$ cat src/rtl/message_composer.sv
// message_composer: collects decoded keystrokes into a space-padded message
// buffer with backspace editing, commits it on Enter and holds it for the link
// transmitter until the send_done handshake completes, then clears for reuse.
module message_composer #(
    parameter int         MAX_CHARS  = 16,
    parameter logic [7:0] PAD_CHAR   = 8'h20,
    parameter logic [7:0] ENTER_CODE = 8'd13,
    parameter logic [7:0] BKSP_CODE  = 8'd8,
    localparam int        CNT_W      = $clog2(MAX_CHARS + 1),
    localparam int        MSG_W      = 8 * MAX_CHARS
) (
    input  logic             clock,
    input  logic             reset,
    input  logic             key_valid,
    input  logic [7:0]       key_ascii,
    input  logic             enable,
    input  logic             send_done,
    output logic [MSG_W-1:0] message_out,
    output logic [CNT_W-1:0] char_count,
    output logic             data_ready,
    output logic             echo_valid,
    output logic [7:0]       echo_char,
    output logic             reject
);

    typedef enum logic [1:0] {
        ST_EDIT = 2'd0,
        ST_SEND = 2'd1,
        ST_ACK  = 2'd2
    } state_t;

    localparam logic [MSG_W-1:0] PAD_FILL = {MAX_CHARS{PAD_CHAR}};
    localparam logic [CNT_W-1:0] MAX_CNT  = CNT_W'(MAX_CHARS);
    localparam logic [CNT_W-1:0] CNT_ONE  = CNT_W'(1);

    // Printable ASCII range accepted into the buffer.
    function automatic logic is_printable(input logic [7:0] code);
        return (code >= 8'h20) && (code <= 8'h7E);
    endfunction

    state_t             state_q, state_d;
    logic [MSG_W-1:0]   msg_q, msg_d;
    logic [CNT_W-1:0]   count_q, count_d;
    logic               echo_valid_q, echo_valid_d;
    logic [7:0]         echo_char_q, echo_char_d;
    logic               reject_q, reject_d;
    logic               kv_prev_q, kv_prev_d;
    logic               sd_s1_q, sd_s1_d;
    logic               sd_s2_q, sd_s2_d;

    logic               key_event;
    logic [CNT_W-1:0]   count_dec;
    logic [CNT_W+2:0]   slot_wr_off;
    logic [CNT_W+2:0]   slot_del_off;

    // Edge detector and send_done synchronizer inputs; the synchronizer keeps
    // the slow-domain level away from the FSM until it has settled two flops.
    always_comb begin
        kv_prev_d = key_valid;
        sd_s1_d   = send_done;
        sd_s2_d   = sd_s1_q;
    end

    // One event per key_valid assertion, and byte offsets of the write and
    // delete slots (next free slot, last used slot).
    always_comb begin
        key_event    = key_valid && !kv_prev_q;
        count_dec    = count_q - CNT_ONE;
        slot_wr_off  = {count_q, 3'b000};
        slot_del_off = {count_dec, 3'b000};
    end

    // FSM next state plus buffer editing; keys only act in EDIT with enable.
    always_comb begin
        state_d      = state_q;
        msg_d        = msg_q;
        count_d      = count_q;
        echo_valid_d = 1'b0;
        echo_char_d  = echo_char_q;
        reject_d     = 1'b0;

        unique case (state_q)
            ST_EDIT: begin
                if (key_event && enable) begin
                    if (is_printable(key_ascii)) begin
                        if (count_q < MAX_CNT) begin
                            msg_d[slot_wr_off +: 8] = key_ascii;
                            count_d                 = count_q + CNT_ONE;
                            echo_valid_d            = 1'b1;
                            echo_char_d             = key_ascii;
                        end else begin
                            reject_d = 1'b1;
                        end
                    end else if (key_ascii == BKSP_CODE) begin
                        if (count_q != '0) begin
                            msg_d[slot_del_off +: 8] = PAD_CHAR;
                            count_d                  = count_dec;
                            echo_valid_d             = 1'b1;
                            echo_char_d              = BKSP_CODE;
                        end
                    end else if (key_ascii == ENTER_CODE) begin
                        if (count_q != '0) begin
                            state_d = ST_SEND;
                        end
                    end
                end
            end
            ST_SEND: begin
                // A send_done already high here still counts as the acknowledge.
                if (sd_s2_q) begin
                    state_d = ST_ACK;
                end
            end
            ST_ACK: begin
                // Wait for send_done to drop so the next commit sees a fresh rise.
                if (!sd_s2_q) begin
                    state_d = ST_EDIT;
                    msg_d   = PAD_FILL;
                    count_d = '0;
                end
            end
            default: begin
                state_d = ST_EDIT;
            end
        endcase
    end

    // All state registers; reset clears buffer, handshake and pulses together.
    always_ff @(posedge clock) begin
        if (reset) begin
            state_q      <= ST_EDIT;
            msg_q        <= PAD_FILL;
            count_q      <= '0;
            echo_valid_q <= 1'b0;
            echo_char_q  <= 8'h00;
            reject_q     <= 1'b0;
            kv_prev_q    <= 1'b0;
            sd_s1_q      <= 1'b0;
            sd_s2_q      <= 1'b0;
        end else begin
            state_q      <= state_d;
            msg_q        <= msg_d;
            count_q      <= count_d;
            echo_valid_q <= echo_valid_d;
            echo_char_q  <= echo_char_d;
            reject_q     <= reject_d;
            kv_prev_q    <= kv_prev_d;
            sd_s1_q      <= sd_s1_d;
            sd_s2_q      <= sd_s2_d;
        end
    end

    // Output mapping; data_ready is a decode of the registered state.
    always_comb begin
        message_out = msg_q;
        char_count  = count_q;
        data_ready  = (state_q == ST_SEND);
        echo_valid  = echo_valid_q;
        echo_char   = echo_char_q;
        reject      = reject_q;
    end

endmodule

$ cat config.mk
export PLATFORM = sky130hd
export DESIGN_NAME = message_composer
export DESIGN_NICKNAME = d
export VERILOG_FILES = /design/src/rtl/message_composer.sv
export SDC_FILE = /design/constraint.sdc
export NUM_CORES = 1
export LEC_CHECK = 0
export ABC_AREA = 1
export BUFFER_PORTS_ARGS = -buffer_cell sky130_fd_sc_hd__buf_4
export CORE_ASPECT_RATIO = 1.4
export CORE_UTILIZATION = 50
export CTS_CLUSTER_SIZE = 12
export DETAILED_ROUTE_END_ITERATION = 16
export HOLD_SLACK_MARGIN = 0.05
export PLACE_DENSITY = 0.77
export SYNTH_ARGS = -nofsm -noshare
export SYNTH_HDL_FRONTEND = slang
export SYNTH_SLANG_ARGS = --single-unit
$ cat constraint.sdc
create_clock -name clock -period 2.52 [get_ports clock]
set_clock_uncertainty 0.05 [all_clocks]
set_input_delay 0.252 -clock clock [delete_from_list [all_inputs] [get_ports clock]]
set_output_delay 0.252 -clock clock [all_outputs]
set_load 0.03 [all_outputs]
; ---- After elaboration in Yosys (flattened, before gate mapping)
; Index checks and enable logic that the tools add are counted.
; W data, S select, Z words.
[classes]
add_sub_neg = 4
n_bitwise = 3
eq_ne = 15
shifts = 4
n_reduce_logical = 14
n_lt_le_gt_ge = 3
muxes = 33
[op_table]
columns = op, n
row1 = $mux W128, 6
row2 = $bwmux W128, 2
row3 = $pmux W128 S2, 1
row4 = $shift A8 B10 Y128 const A, 2
row5 = $shiftx A8 B10 Y128, 1
row6 = $shiftx A8 B10 Y128 const A, 1
row7 = $mux W8, 4
row8 = $mux W5, 6
row9 = $neg A8 Y10, 2
row10 = $eq A8 B4 Y1 const B, 2
row11 = $mux W2, 7
row12 = $ne A2 B2 Y1 const B, 6
row13 = $pmux W5 S2, 1
row14 = $ne A3 B3 Y1 const B, 3
row15 = $ge A8 B6 Y1 const B, 1
row16 = $le A8 B7 Y1 const B, 1
row17 = $reduce_and A7 Y1, 1
row18 = $pmux W2 S3, 1
row19 = $reduce_and A6 Y1, 1
row20 = $reduce_bool A2 Y1, 3
row21 = $add A5 B1 Y5 const B, 1
row22 = $lt A5 B5 Y1 const B, 1
row23 = $mux W1, 5
row24 = $reduce_and A5 Y1, 1
row25 = 11 further kinds, 16
[totals]
output_inout_bits = 144
reg_bits = 148
input_bits = 13
elab_cells = 85

; ---- Longest topological paths before layout
[logic_depth]
ltp_word = 9
ltp_mapped = 18
mapped_depth_nobuf = 17

; ---- Worst setup path before layout
; OpenSTA, ideal clock, no wires.
[synth_timing]
kind = register to register
start = reg count_q[0] (netlist: char_count[0])
end = reg msg_q[101] (netlist: message_out[101])
synth_period_minus_slack_ns = 2.752
arrival_time_ns = 2.572
setup_time_ns = 0.130
path_slack_ns = -0.232
path_stages_with_launch = 17
path_cell_list = dfxtp_1 inv_2 ha_1 nand2_1 inv_1 ha_1 or2_1 nor2_1 nand2_1 nand3_2 nand3_4 buf_12 nor2_8 buf_6 nand2_1 nand2_1 nand3_1
[synth_via]
elab_chain_cells = 9
[synth_lines]
columns = item, line
row1 = "start, declared", 43  ; logic [CNT_W-1:0] count_q, count_d;
row2 = "start signal, assigned", 143  ; count_q <= count_d;
row3 = $sub A5 B1 Y5, 68  ; count_dec = count_q - CNT_ONE;
row4 = $neg A8 Y10, 96  ; msg_d[slot_del_off +: 8] = PAD_CHAR;
row5 = $shiftx A8 B10 Y128 / $shift A8 B10 Y128 (equally long branches), 96
row6 = $bwmux W128, 96
row7 = $mux W128, 95  ; if (count_q != '0) begin
row8 = $mux W128, 94  ; end else if (key_ascii == BKSP_CODE) begin
row9 = $mux W128, 85  ; if (is_printable(key_ascii)) begin
row10 = $mux W128, 84  ; if (key_event && enable) begin
row11 = $pmux W128 S2, 82  ; unique case (state_q)
row12 = "end signal, assigned", 142  ; msg_q <= msg_d;
row13 = "end, declared", 42  ; logic [MSG_W-1:0] msg_q, msg_d;
; Several ways; a longest one is shown, not always the timed one. The select of a mux whose other input is x is not followed.
; A chain may end at the register's enable or synchronous reset.

; ---- Worst setup path in the final report
[layout_timing]
start = reg count_q[0] (netlist: char_count[0])
end = reg msg_q[51] (netlist: message_out[51])
; Same word-level chain as after synthesis.

==> reports/summary.txt <==
HPWL Detailed = 16,500 um
Worst skew pair latency = 0.44 ns
Syn Inst Count = 1,141
Ratio of cells with drive above 1 in the final layout = 0.282
CP max stage delay = 0.34 ns
Setup violations, final = 0
Antenna-violating nets left = 0
Flop-to-flop setup slack = 0.11 ns
Critical path capture point type = flop
Io pins = 157
Fin crit period = 2.41 ns
Multi-input logic area = 4380 um^2
Initial Util = 0.515
Most common library cell in the layout ignoring fill and taps = nor2_1
Reg2reg end = message_out[51]$_SDFFE_PP0P_
Sequential area share after synthesis = 0.382
Drt wl/cell = 15.1 um
Sequential cell area = 2970 um^2
Slew Limit Fails = 0
DR iter-0 viols = 466
Design area = 10,300 um^2
Worst hold stages = 3
Period utilization = 0.958
Most used DFF post-synth = dfxtp_1
M2 GR Usage = 0.504
Die width = 107 um
Slew HR = 0.606
# rows = 53
Final WL = 23,500 um
First-pass GRT wire length = 35,300 um
DRC = 0
Ys async rst share = 0
Type of the most critical hold path = in2reg
CP Class = reg2reg
CP bufs+invs = 6
CP startpoint kind = flop
Inserted Clock Buffers = 17
Fillers = 1,345
Layout Nets = 1,364
CTS Buffer Depth = 2
Post-synth EDFFs = 0
Antenna Cells = 0
Hold path endpoint = echo_char[2]$_SDFFE_PP0P_
Largest net degree at the start of global routing = 115
Crit path required time = 2.85 ns
Grt met1 use = 0.319
Hold_sp = key_ascii[2]
Post-Syn Nets = 1,161
Number of global-route vias before repair = 7,249
Gr usage total = 0.287
M3 GR Usage = 0.0607
Reg2Reg Depth = 18
Most frequent cells in the layout = nor2_1, nand2_1, buf_4
Sinks on Clock Net = 148
Syn Area/Cell = 6.79 um^2
Initial antenna violation count = 0
Final GP Congestion = 0.984
Crit-path slowest cell = dfxtp_4
Cell Area, Synth = 7750 um^2
CTS tree = done
Max-cap viol count = 0
Max Freq = 0.414 GHz
P per Cell Area = 566 nW/um^2
Non-Filler Instances = 1,549
Worst-path clk slew = 0.06 ns
CP arrival = 2.74 ns
Clock Tree Root = clkbuf_16
RR Startpoint = char_count[0]$_SDFFE_PP0P_
Port Buffers = 156
Worst slew pin tran = 0.588 ns
Core area = 15,100 um^2
Yosys reg bits = 148
Cell area after placement = 9280 um^2
Leak pwr = 0.00465 uW
GR Overflow Total = 0
Final hold viol count = 0
Vias/cell = 5.22
Die Height = 149 um
H-tree levels = 4
Top delay family on crit path = simple AND/OR/NAND/NOR gates
RSZ-0062 raised after global routing = yes
YS warnings = 0
Run status = complete, no violations
Post-Place Cells = 1,493
Most Crowded Layer GR = met2
P&R area growth vs syn = 32.3%
Maximum fanout along the worst path = 7
Synth cell types = 45
Routed vias = 8,091
Worst vdd ir = 0.432 mV
TritonRoute pass-1 iters = 8
Die ar. = 16,000 um^2
CP Cell Sequence = inv_2, ha_2, nand2_2, inv_2, ha_1, or2_1, nor2_1, nand2_1, nand3_2, nand3_4, buf_12, buf_12, buf_12, nor2_8, nand2_4, inv_4, nor2_1, nor2_1
[worst min-delay path, cell delays in order]
cell     delay [ns]
buf_4          0.14
nand2_1        0.06
o21ai_1        0.06
[final cells by class]
| class | instances | area share |
|---|---|---|
| Timing Repair Buffer | 219 | 0.172 |
| Clock buffer | 17 | 0.0415 |
| Tap cell | 192 | 0.0234 |
| Sequential cell | 148 | 0.290 |
| Clock inverter | 15 | 0.0144 |
| Multi-Input combinational cell | 877 | 0.428 |
| Inverter | 81 | 0.0317 |
[cell families after synthesis]
family	Yosys count	synth area share
simple gates	797	0.477
flops	148	0.382
buf+inv	117	0.0683
compound gates	69	0.0576
fa+ha+maj	7	0.0113
xor+xnor	3	0.00339
[cell usage after synthesis, types with 7 or more instances]
cell type	number	area [um^2]
inv_2	24	90.1
inv_1	50	188
dfxtp_1	148	2960
nand3_1	173	866
nand2_2	28	175
o21ai_0	14	70.1
o21ai_2	7	61.3
nor3_1	20	100
nor2_4	13	146
nand2_1	254	953
nor2_2	20	125
a21oi_1	29	145
clkbuf_1	18	67.6
nor2_1	257	965
ha_1	7	87.6
[worst max-delay path by stage]
| stage | startpoint | slack (ns) | end | depth (start not counted) |
|---|---|---|---|---|
| finish | char_count[0]$_SDFFE_PP0P_ | 0.11 | message_out[51]$_SDFFE_PP0P_ | 18 |
| global route | char_count[0]$_SDFFE_PP0P_ | -0.008 | message_out[70]$_SDFFE_PP0P_ | 18 |
| CTS | char_count[0]$_SDFFE_PP0P_ | 0.01 | message_out[91]$_SDFFE_PP0P_ | 16 |
| detailed placement | char_count[0]$_SDFFE_PP0P_ | 0.03 | message_out[91]$_SDFFE_PP0P_ | 16 |
| global placement | char_count[0]$_SDFFE_PP0P_ | 0.11 | message_out[88]$_SDFFE_PP0P_ | 15 |
| floorplan | char_count[0]$_SDFFE_PP0P_ | 0.05 | message_out[101]$_SDFFE_PP1P_ | 16 |
[where the power goes]
group | total, uW | internal (uW) | switching (uW) | leakage, uW
sequential | 2400 | 2380 | 23.4 | 0.00120
combinational | 928 | 278 | 650 | 0.00318
clock | 2470 | 1380 | 1090 | 0.000268
total | 5800 | 4030 | 1760 | 0.00465
[repair_timing]
item / CTS / global route
buffers inserted: 0 / 18
endpoints found under the hold margin: 4 / 0
endpoints found under the setup margin: 0 / 108
hold buffers: 5 / 0
gates resized for setup: 0 / 40
[per-stage QoR]
| step | hold slack, ns | setup TNS [ns] | setup slack [ns] | util | power, uW |
|---|---|---|---|---|---|
| floorplan | 0.309 | 0 | 0.0495 | - | 3050 |
| global placement | 0.340 | 0 | 0.107 | 0.616 | 3290 |
| detailed placement | 0.345 | 0 | 0.0251 | 0.616 | 3300 |
| CTS | 0.0575 | 0 | 0.0108 | 0.658 | 5750 |
| global route | 0.0878 | -0.0248 | -0.00770 | 0.681 | 5990 |
| finish | 0.0661 | 0 | 0.105 | 0.681 | 5800 |
[layer usage]
metal  routed length (um)  vias to the layer above
met5                    0                        -
met2                11900                      259
li1                     -                     4062
met1                 9330                     3703
met4                  977                        0
met3                 1220                       67
[registers in the layout, summed over array words and instances, names as in the netlist, 2 cells and up]
name and cells:
char_count 5, echo_char 8, message_out 128, state_q 2
Power figures use the tool's default switching activity.
